### src/rtl/prefix_state_tracker.sv
// Per-instruction prefix state for the 8086-compatible core: latches segment
// override, LOCK and REP prefixes, counts prefixes and resolves the segment select.
module prefix_state_tracker #(
  parameter int unsigned SR_WIDTH     = 2,
  parameter int unsigned SS_INDEX     = 2,
  parameter int unsigned MAX_PREFIXES = 4,
  parameter int unsigned CNT_WIDTH    = $clog2(MAX_PREFIXES + 1)
) (
  input  logic                 clk,
  input  logic                 reset,
  input  logic                 next_instruction,
  input  logic                 force_segment,
  input  logic                 bp_is_base,
  input  logic                 segment_override,
  input  logic                 lock_prefix,
  input  logic                 rep_prefix,
  input  logic                 rep_z,
  input  logic [SR_WIDTH-1:0]  microcode_sr_rd_sel,
  output logic [SR_WIDTH-1:0]  sr_rd_sel,
  output logic                 override_active,
  output logic                 lock_active,
  output logic                 rep_active,
  output logic                 rep_is_z,
  output logic [CNT_WIDTH-1:0] prefix_count,
  output logic                 prefix_overflow
);

  // Two guard bits so count + up to three strobes can never wrap.
  localparam int unsigned SUM_W = CNT_WIDTH + 2;

  logic [SR_WIDTH-1:0] override;
  logic [SUM_W-1:0]    strobe_cnt;
  logic [SUM_W-1:0]    count_sum;
  logic                count_sat;

  always_comb begin
    strobe_cnt = SUM_W'(segment_override) + SUM_W'(lock_prefix) + SUM_W'(rep_prefix);
    count_sum  = SUM_W'(prefix_count) + strobe_cnt;
    count_sat  = count_sum > SUM_W'(MAX_PREFIXES);
  end

  // Segment select resolution; an override strobe this cycle bypasses the latch.
  always_comb begin
    sr_rd_sel = microcode_sr_rd_sel;
    if (force_segment || segment_override) begin
      sr_rd_sel = microcode_sr_rd_sel;
    end else if (override_active) begin
      sr_rd_sel = override;
    end else if (bp_is_base) begin
      sr_rd_sel = SR_WIDTH'(SS_INDEX);
    end
  end

  always_ff @(posedge clk or posedge reset) begin
    if (reset) begin
      override        <= '0;
      override_active <= 1'b0;
      lock_active     <= 1'b0;
      rep_active      <= 1'b0;
      rep_is_z        <= 1'b0;
      prefix_count    <= '0;
      prefix_overflow <= 1'b0;
    end else if (next_instruction) begin
      override        <= '0;
      override_active <= 1'b0;
      lock_active     <= 1'b0;
      rep_active      <= 1'b0;
      rep_is_z        <= 1'b0;
      prefix_count    <= '0;
      prefix_overflow <= 1'b0;
    end else begin
      if (segment_override) begin
        override        <= microcode_sr_rd_sel;
        override_active <= 1'b1;
      end
      if (lock_prefix) begin
        lock_active <= 1'b1;
      end
      if (rep_prefix) begin
        rep_active <= 1'b1;
        rep_is_z   <= rep_z;
      end
      if (count_sat) begin
        prefix_count    <= CNT_WIDTH'(MAX_PREFIXES);
        prefix_overflow <= 1'b1;
      end else begin
        prefix_count <= CNT_WIDTH'(count_sum);
      end
    end
  end

endmodule

### config.mk
export PLATFORM = sky130hd
export DESIGN_NAME = prefix_state_tracker
export DESIGN_NICKNAME = d
export VERILOG_FILES = /design/src/rtl/prefix_state_tracker.sv
export SDC_FILE = /design/constraint.sdc
export NUM_CORES = 1
export LEC_CHECK = 0
export BUFFER_PORTS_ARGS = -buffer_cell sky130_fd_sc_hd__buf_4
export CORE_UTILIZATION = 29
export DETAILED_ROUTE_END_ITERATION = 16
export PLACE_DENSITY_LB_ADDON = 0.2
export SLEW_MARGIN = 20
export SYNTH_ARGS = -nofsm -noshare
export SYNTH_HDL_FRONTEND = slang
export SYNTH_SLANG_ARGS = --single-unit
### constraint.sdc
create_clock -name clk -period 2.1 [get_ports clk]
set_input_delay 0 -clock clk [delete_from_list [all_inputs] [get_ports clk]]
set_output_delay 0 -clock clk [all_outputs]
set_load 0.02 [all_outputs]
==> results of run 1 <==
-- registers in the layout (all words and copies together) (netlist names) --
| name | flops |
|---|---|
| prefix_overflow | 1 |
| rep_is_z | 1 |
| prefix_count | 3 |
| override | 2 |
| override_active | 1 |
| rep_active | 1 |
| lock_active | 1 |
-- routing by layer --
metal  vias up  track usage (%)  routed length (µm)
li1        224                -                   -
met1       213             18.8                 524
met2        12             20.6                 502
met3         2             6.25                  63
met4         0             3.64                   6
met5         -                0                   0
-- path summary, 6_finish.rpt --
| path | slack (ns) | from | end |
|---|---|---|---|
| max | -0.02 | prefix_count[0]$_DFF_PP0_ | prefix_overflow$_DFFE_PP0P_ |
| min | 0.02 | segment_override | override_active$_DFFE_PP0P_ |
| max reg2reg | -0.02 | prefix_count[0]$_DFF_PP0_ | prefix_overflow$_DFFE_PP0P_ |
| min reg2reg | 0.53 | override[1]$_DFFE_PP0P_ | override[1]$_DFFE_PP0P_ |
| max in group asynchronous | 1.55 | reset | prefix_count[0]$_DFF_PP0_ |
| min in group asynchronous | 0.26 | reset | override[1]$_DFFE_PP0P_ |
-- synthesized netlist by cell type (2+ instances only) --
cell	instances
fa_1	2
ha_1	2
inv_1	6
nor2b_1	4
mux2i_1	3
dfrtp_1	10
a21oi_1	2
nor2_1	10
-- cell families (layout without fill, tap and decap cells) --
| logic type | Yosys count | in the layout | share of synthesized area (%) |
|---|---|---|---|
| simple gates | 18 | 18 | 16.6 |
| flops | 10 | 10 | 48.9 |
| compound gates | 7 | 7 | 10.8 |
| buf+inv | 7 | 39 | 5.13 |
| fa+ha+maj | 4 | 4 | 12.7 |
| mux | 3 | 3 | 5.87 |
-- report_power, final --
part           switching (mW)  internal, mW
sequential             0.0257         0.230
combinational           0.174         0.171
clock                  0.0699         0.105
-- cell usage in the layout (no fill, tap or decap), types with 3 or more instances in the layout --
cell type / synthesis / layout
buf_4: 0 / 20
nor2_1: 10 / 10
dlygate4sd3_1: 0 / 9
dfrtp_1: 10 / 9
inv_1: 6 / 6
mux2i_1: 3 / 3
nor2b_1: 4 / 3
clkbuf_4: 0 / 3
-- area by class of cell --
class	instances	area share (%)
flip-flops and latches	10	30.6
multi-input cells	32	30.6
repair buffers	29	29.2
clock buffers	4	4.41
inverters	6	2.74
well taps	16	2.44
-- through the flow --
stage / setup TNS (ns) / total power [mW]
2_1_floorplan: -0.0226 / 0.461
3_3_place_gp: 0 / 0.568
3_5_place_dp: -0.0462 / 0.575
4_1_cts: -0.0559 / 0.767
5_1_grt: -0.131 / 0.833
6_report: -0.0168 / 0.775
-- critical path, cell delays in order (launching register included) --
cell and delay, ns:
dfrtp_2 0.41, fa_1 0.43, ha_2 0.19, inv_1 0.06, fa_2 0.43, nor2b_1 0.15, o31a_1 0.24, o22ai_2 0.13
-- timing repair --
action | CTS | global route
hold buffers | 9 | 0
gates resized for setup | 0 | 5
endpoints found under the hold margin | 19 | 0
endpoints found under the setup margin | 1 | 4
==> out/metrics.cfg, run 1 <==
[cells_and_area]
multiInputGateArea_um2 = 251
design_area_um2 = 822
drive_gt1_share_pct = 38.3
instances_no_fill = 97
seqCellArea_um2 = 251
antenna_cells = 0
finish.utilization_pct = 52.1
fin_nets = 97
n_fill_cell = 152
area_growth_pct = 60.6

[clock_tree]
cts_max_level = 1
post_cts_buffers = 0
clock_latency_ns = 0.27
cts_buffers = 3
clockBufferDepth = 2
cts.clk_slew.worst_paths_ns = 0.07
root_buffer = clkbuf_4
cts_tree = yes
cts.sinks = 10

[synthesis]
async_flop_share_pct = 100
yosysUniqueCellTypes = 18
ys_ff_latch = 10
ys.flop_type = dfrtp_1
synth_top_area_share_pct = 48.9
postSynthCellCount = 49
ys_top_cells_by_area = dfrtp_1 49%, fa_1 7.8%, nor2_1 7.3%
syn-num-nets = 64
yosysSeqAreaShare_pct = 48.9
synth.avg_cell_area_um2 = 10.4
synth-edff-count = 0
yosysTopAreaCell = dfrtp_1
syn_area_um2 = 512
synth_warnings = 0

[worst_hold_path]
hold_path.class = primary input to register
hold_depth = 3

[detailed_routing]
wl_per_cell_um = 11.3
drt-pass1-iter-count = 11
ant_nets = 0
via_per_inst = 4.65
wl_mm = 1.10
detail_route.iter0.violations = 9
vias = 451
post-route-drc-count = 1

[die]
rows = 14
die_width_um = 44.0
start_util_pct = 32.5
fp.coreArea_mm2 = 0.00158
die_y_um = 44.0
fp.dieArea_mm2 = 0.00194
pin_count = 21

[critical_path]
end_kind = register
crit_path_start_kind = register
crit_arrival_ns = 2.31
rr_worst_depth = 7
worst-path-max-fanout = 2
path_class = register to register
required_ns = 2.29

[sta]
setup_ws_ns = -0.0168
final_max_slew_viol_count = 0
finalSetupViolCount = 1
fmax_ghz = 0.472
slew_headroom_pct = 75.0
fin_crit_sh_pct = 101
rsz0062_at_grt = true
fin_crit_ns = 2.12
worstMarginPinSlew_ns = 0.375
final_hold_viol_count = 0
finClkSkew_ns = 0.00249
whs_ns = 0.0222

[place]
dpl_cell_area_um2 = 679
gp_congestion = 0.772
post-place-cells = 84
dpl.hpwl_um = 801
dp_slack_ns = -0.0462
portBuffers = 20

[global_route]
grt_pass1_vias = 472
overflow = 0
grt_max_degree = 12
antenna_found_initial = 0
grt_pass1_wl_mm = 1.97
grtUsageTotal_pct = 14.0

[power]
leakage_nw = 0.407
powerDensity_mw_per_mm2 = 943
ir_drop_v = 0.000522

[job]
drv_cap = 0

[status]
status = finished, violations left
failed_checks = DRC, setup timing

Note: power is estimated with default switching activity, not from simulation.
==> run 2, diff against run 1 <==
CORE_MARGIN = 2   (was default)
clock period = 1.95 ns   (was 2.1 ns; I/O delays follow)
==> run 2 against run 1 <==
The run ends with setup timing left. Flip-flop and latch count is the same. Via count grew 0.89%. Clock skew fell by 0.00072 ns. Global-route usage rose by 0.072 points. Hold slack got worse by 0.015 ns. Clock power is 17% lower. First-iteration DRC count is 56% lower. Critical path type unchanged. Largest power group unchanged.
==> out/metrics.cfg, run 2 (same netlist as run 1, synthesis figures left out) <==
[status]
status = finished, violations left  ; unchanged
failed_checks = setup timing  ; was DRC, setup timing

[sta]
fmax_ghz = 0.464  ; was 0.472 GHz
fin_crit_sh_pct = 110  ; was 101%
rsz0062_at_grt = true  ; unchanged
slew_headroom_pct = 73.9  ; was 75.0%
worstMarginPinSlew_ns = 0.391  ; was 0.375 ns
setup_ws_ns = -0.203  ; was -0.0168 ns
final_max_slew_viol_count = 0  ; unchanged
finalSetupViolCount = 4  ; was 1
fin_crit_ns = 2.15  ; was 2.12 ns
final_hold_viol_count = 0  ; unchanged
finClkSkew_ns = 0.00177  ; was 0.00249 ns

[clock_tree]
cts_buffers = 3  ; unchanged
clock_latency_ns = 0.26  ; was 0.27 ns
cts_max_level = 1  ; unchanged
clockBufferDepth = 2  ; unchanged
cts.sinks = 10  ; unchanged
root_buffer = clkbuf_4  ; unchanged
cts.clk_slew.worst_paths_ns = 0.06  ; was 0.07 ns
cts_tree = yes  ; unchanged

[die]
pin_count = 21  ; unchanged
fp.coreArea_mm2 = 0.00169  ; was 0.00158 mm²
rows = 15  ; was 14
die_y_um = 46.0  ; was 44.0 µm
die_width_um = 46.0  ; was 44.0 µm
fp.dieArea_mm2 = 0.00212  ; was 0.00194 mm²
start_util_pct = 30.3  ; was 32.5%

[worst_hold_path]
hold_path_startpoint = microcode_sr_rd_sel[1]  ; was segment_override
min_to = override[1]$_DFFE_PP0P_  ; was override_active$_DFFE_PP0P_
hold_path.class = primary input to register  ; unchanged
hold_depth = 3  ; unchanged

[detailed_routing]
via_per_inst = 4.55  ; was 4.65
drt-pass1-iter-count = 3  ; was 11
highest_layer = met4  ; unchanged
wl_met2_um = 606  ; was 502 µm
vias = 455  ; was 451
ant_nets = 0  ; unchanged
detail_route.iter0.violations = 4  ; was 9
wl_met3_um = 65  ; was 63 µm
wl_mm = 1.22  ; was 1.10 mm
post-route-drc-count = 0  ; was 1
wl_per_cell_um = 12.2  ; was 11.3 µm
wl_met1_um = 538  ; was 524 µm

[cells_and_area]
drive_gt1_share_pct = 45.8  ; was 38.3%
final_common_cell = buf_4  ; unchanged
final_cell_mix = 23 x buf_4, 10 x nor2_1, 9 x dfrtp_1, 7 x dlygate4sd3_1, 5 x inv_1  ; was 20 x buf_4, 10 x nor2_1, 9 x dlygate4sd3_1, 9 x dfrtp_1, 6 x inv_1
antenna_cells = 0  ; unchanged
largest_reg_flops = 3  ; unchanged
top_regs = prefix_count: 3 flops, override: 2 flops  ; unchanged
area_growth_pct = 68.5  ; was 60.6%
fin_nets = 99  ; was 97
regMostFlops = prefix_count  ; unchanged

[power]
powerDensity_mw_per_mm2 = 1060  ; was 943 mW/mm²
ir_drop_v = 0.000604  ; was 0.000522 V
leakage_nw = 0.431  ; was 0.407 nW
fin_total_pwr_mw = 0.915  ; was 0.775 mW

[critical_path]
reg2reg_slack_ns = -0.20  ; was -0.02 ns
path_class = register to register  ; unchanged
crit_arrival_ns = 2.33  ; was 2.31 ns
r2r-start = prefix_count[0]$_DFF_PP0_  ; unchanged
required_ns = 2.13  ; was 2.29 ns
startpoint = prefix_count[0]$_DFF_PP0_  ; unchanged
end_kind = register  ; unchanged
worst-path-max-fanout = 2  ; unchanged
r2r-end = prefix_overflow$_DFFE_PP0P_  ; unchanged
crit_path_start_kind = register  ; unchanged
rr_worst_depth = 7  ; unchanged

[global_route]
grt_pass1_wl_mm = 1.99  ; was 1.97 mm
overflow = 0  ; unchanged
grtUsageTotal_pct = 14.1  ; was 14.0%
antenna_found_initial = 0  ; unchanged
grt_max_degree = 12  ; unchanged
grt_pass1_vias = 460  ; was 472

[place]
gp_congestion = 0.633  ; was 0.772
portBuffers = 20  ; unchanged
dpl.hpwl_um = 847  ; was 801 µm
dp_slack_ns = -0.191  ; was -0.0462 ns

[job]
drv_cap = 0  ; unchanged

==> run 2: cell type report <==
type / count / area [µm²]
clock buffer: 4 / 26.3
fill: 159 / 827
inverter: 6 / 22.5
multi-input combinational: 32 / 287
sequential: 10 / 251
tap: 17 / 21.3
timing repair buffer: 31 / 254
==> run 2: per-layer routing <==
layer	vias up	global-route usage (%)
met4	0	5.14
met1	212	17.5
met3	2	7.14
met2	13	20.8
li1	228	-
met5	-	0
==> run 2: power by group <==
group | total, mW | internal (mW) | switching (mW)
registers | 0.283 | 0.248 | 0.0355
clock network | 0.146 | 0.0790 | 0.0668
logic | 0.486 | 0.265 | 0.221
==> run 2: per-stage QoR <==
step / std cells / cell area (µm²) / util (%) / hold slack (ns) / setup TNS [ns]
after floorplan: 49 / 532 / - / -0.160 / -0.157
after global placement: 87 / 714 / 42.3 / 0.0189 / -0.118
after detailed placement: 87 / 714 / 42.3 / 0.0112 / -0.227
after CTS: 99 / 847 / 50.1 / 0.00163 / -0.485
after global routing: 100 / 862 / 51.0 / 0.0224 / -0.935
final: 100 / 862 / 51.0 / 0.00702 / -0.597
==> run 2: critical path, stage by stage, from the launching register on <==
cell,delay (ns)
dfrtp_2,0.41
fa_1,0.45
ha_2,0.21
inv_2,0.05
fa_2,0.43
nor2b_4,0.13
o31a_1,0.24
o22ai_2,0.14
==> run 2: worst max-delay path by stage <==
stage | endpoint | slack, ns
3_5_place_dp | prefix_overflow$_DFFE_PP0P_ | -0.19
2_1_floorplan | prefix_overflow$_DFFE_PP0P_ | -0.16
6_report | prefix_overflow$_DFFE_PP0P_ | -0.20
5_1_grt | prefix_overflow$_DFFE_PP0P_ | -0.27
4_1_cts | prefix_overflow$_DFFE_PP0P_ | -0.20
3_3_place_gp | prefix_overflow$_DFFE_PP0P_ | -0.12
==> run 2: repair_timing <==
item | 4_1_cts | 5_1_grt
hold buffers | 7 | 0
pin swaps | 2 | 3
buffers inserted | 1 | 1
endpoints found under the hold margin | 17 | 0
gates resized for setup | 6 | 2
setup endpoints to repair | 4 | 4
==> run 3, diff against run 2 <==
CELL_PAD_IN_SITES_DETAIL_PLACEMENT = 0   (was default)
CELL_PAD_IN_SITES_GLOBAL_PLACEMENT = 1   (was default)
==> run 3 against run 2 <==
The flow still finishes with violations (setup timing). Via count rose by 4.2%. Critical endpoint unchanged. Clock-buffer cell count did not move. Combinational power fell by 7.4%. Die area did not move. Hold slack improved by 0.10 ns. Clock skew rose by 0.0022 ns. Critical path type unchanged.
==> out/metrics.cfg, run 3 (same netlist as run 1, synthesis figures left out) <==
[critical_path]
critPathSlowestCell = fa_1  ; unchanged
critPathBufInv = 1  ; unchanged
startpoint = prefix_count[0]$_DFF_PP0_  ; unchanged
r2r-start = prefix_count[0]$_DFF_PP0_  ; unchanged
critPathTopFamily = adder cells  ; unchanged
required_ns = 2.14  ; was 2.13 ns
crit_path_max_incr_delay_ns = 0.49  ; was 0.45 ns
worst-path-max-fanout = 2  ; unchanged
crit_arrival_ns = 2.30  ; was 2.33 ns
path_class = register to register  ; unchanged
crit_path_start_kind = register  ; unchanged
worstPathCellList = fa_1, ha_2, inv_2, fa_2, nor2b_4, o31a_1, o22ai_2  ; unchanged
end_kind = register  ; unchanged

[cells_and_area]
fin_nets = 103  ; was 99
design_area_um2 = 896  ; was 862 µm²
antenna_cells = 0  ; unchanged
largest_reg_flops = 3  ; unchanged
instances_no_fill = 104  ; was 100
final_cell_mix = 23 x buf_4, 12 x dlygate4sd3_1, 10 x nor2_1, 9 x dfrtp_1, 5 x inv_1  ; was 23 x buf_4, 10 x nor2_1, 9 x dfrtp_1, 7 x dlygate4sd3_1, 5 x inv_1
top_regs = prefix_count: 3 flops, override: 2 flops  ; unchanged
area_growth_pct = 75.1  ; was 68.5%
final_common_cell = buf_4  ; unchanged
drive_gt1_share_pct = 42.5  ; was 45.8%
n_fill_cell = 162  ; was 159
regMostFlops = prefix_count  ; unchanged

[sta]
setup_ws_ns = -0.158  ; was -0.203 ns
fmax_ghz = 0.474  ; was 0.464 GHz
finClkSkew_ns = 0.00397  ; was 0.00177 ns
whs_ns = 0.107  ; was 0.00702 ns
slew_headroom_pct = 73.0  ; was 73.9%
worstMarginPinSlew_ns = 0.405  ; was 0.391 ns
final_max_slew_viol_count = 0  ; unchanged
fin_crit_ns = 2.11  ; was 2.15 ns
final_hold_viol_count = 0  ; unchanged
rsz0062_at_grt = true  ; unchanged
finalSetupViolCount = 4  ; unchanged
fin_crit_sh_pct = 108  ; was 110%

[clock_tree]
cts.clk_slew.worst_paths_ns = 0.07  ; was 0.06 ns
cts_max_level = 1  ; unchanged
clock_latency_ns = 0.27  ; was 0.26 ns
cts.sinks = 10  ; unchanged
cts_buffers = 3  ; unchanged
clockBufferDepth = 2  ; unchanged
root_buffer = clkbuf_4  ; unchanged
cts_tree = yes  ; unchanged

[die]
start_util_pct = 30.3  ; unchanged
die_y_um = 46.0  ; unchanged
die_width_um = 46.0  ; unchanged
pin_count = 21  ; unchanged
rows = 15  ; unchanged
fp.dieArea_mm2 = 0.00212  ; unchanged
fp.coreArea_mm2 = 0.00169  ; unchanged

[status]
status = finished, violations left  ; unchanged
failed_checks = setup timing  ; unchanged

[place]
portBuffers = 20  ; unchanged
gp_congestion = 0.669  ; was 0.633
dpl.hpwl_um = 797  ; was 847 µm
dpl_cell_area_um2 = 714  ; unchanged
post-place-cells = 87  ; unchanged

[global_route]
grt_pass1_wl_mm = 1.95  ; was 1.99 mm
antenna_found_initial = 0  ; unchanged
grt_pass1_vias = 456  ; was 460
overflow = 0  ; unchanged
grt_max_degree = 12  ; unchanged
grtUsageTotal_pct = 13.6  ; was 14.1%

[power]
fin_total_pwr_mw = 0.918  ; was 0.915 mW
leakage_nw = 0.454  ; was 0.431 nW
powerDensity_mw_per_mm2 = 1020  ; was 1060 mW/mm²
ir_drop_v = 0.000573  ; was 0.000604 V

[detailed_routing]
via_per_inst = 4.56  ; was 4.55
wl_per_cell_um = 11.1  ; was 12.2 µm
wl_mm = 1.15  ; was 1.22 mm
detail_route.iter0.violations = 1  ; was 4
vias = 474  ; was 455
drt-pass1-iter-count = 3  ; unchanged
post-route-drc-count = 0  ; unchanged
ant_nets = 0  ; unchanged

[worst_hold_path]
hold_path.class = primary input to register  ; unchanged
hold_path_startpoint = segment_override  ; was microcode_sr_rd_sel[1]

[job]
drv_cap = 0  ; unchanged

==> run 3: timing repair <==
item,in CTS,in global routing
resized for setup,3,1
hold buffers,12,0
setup buffers,1,0
endpoints found under the setup margin,4,4
gates cloned,0,0
endpoints found under the hold margin,18,0
pin swaps,1,0
==> run 3: path summary, 6_finish.rpt <==
path / endpoint / slack (ns) / cells past startpoint
max: prefix_overflow$_DFFE_PP0P_ / -0.16 / 7
min: override_active$_DFFE_PP0P_ / 0.11 / 4
max reg2reg: prefix_overflow$_DFFE_PP0P_ / -0.16 / 7
min reg2reg: override_active$_DFFE_PP0P_ / 0.59 / 2
max in group asynchronous: prefix_count[0]$_DFF_PP0_ / 1.37 / 3
min in group asynchronous: override[1]$_DFFE_PP0P_ / 0.27 / 3
==> run 3: where the power goes <==
| group | switching (mW) | internal, mW |
|---|---|---|
| clock network | 0.0737 | 0.113 |
| registers | 0.0332 | 0.247 |
| logic | 0.206 | 0.244 |
| total | 0.313 | 0.605 |
==> run 3: final cells by class <==
type / count / area [µm²] / share of cell area, %
repair buffers: 35 / 293 / 32.7
multi-input cells: 32 / 272 / 30.3
flip-flops and latches: 10 / 251 / 28.1
clock buffers: 4 / 36.3 / 4.05
inverters: 6 / 22.5 / 2.51
well taps: 17 / 21.3 / 2.37
==> run 3: stage by stage <==
step / setup TNS, ns / utilization [%] / setup WS, ns
finish: -0.341 / 53.0 / -0.158
global route: -0.712 / 53.0 / -0.230
CTS: -0.209 / 52.7 / -0.160
detailed placement: -0.197 / 42.3 / -0.167
global placement: -0.145 / 42.3 / -0.141
floorplan: -0.157 / - / -0.157
==> run 3: worst register-to-register path, delay by kind of cell (launching register included) <==
family                   cells  cell delay [ns]
AO/OA/AOI/OAI                2             0.37
adder cells (fa/ha/maj)      3             1.10
buffers and inverters        1             0.04
flip-flops                   1             0.41
AND/OR/NAND/NOR              1             0.14
==> run 3: layer usage <==
metal | share of wire, % | global-route usage [%] | up-vias | routed length (µm)
met4 | 1.1 | 5.14 | 0 | 13
li1 | - | - | 236 | -
met3 | 6.5 | 5.95 | 2 | 75
met1 | 45 | 17.6 | 220 | 522
met2 | 47 | 19.7 | 16 | 541
met5 | 0 | 0 | - | 0
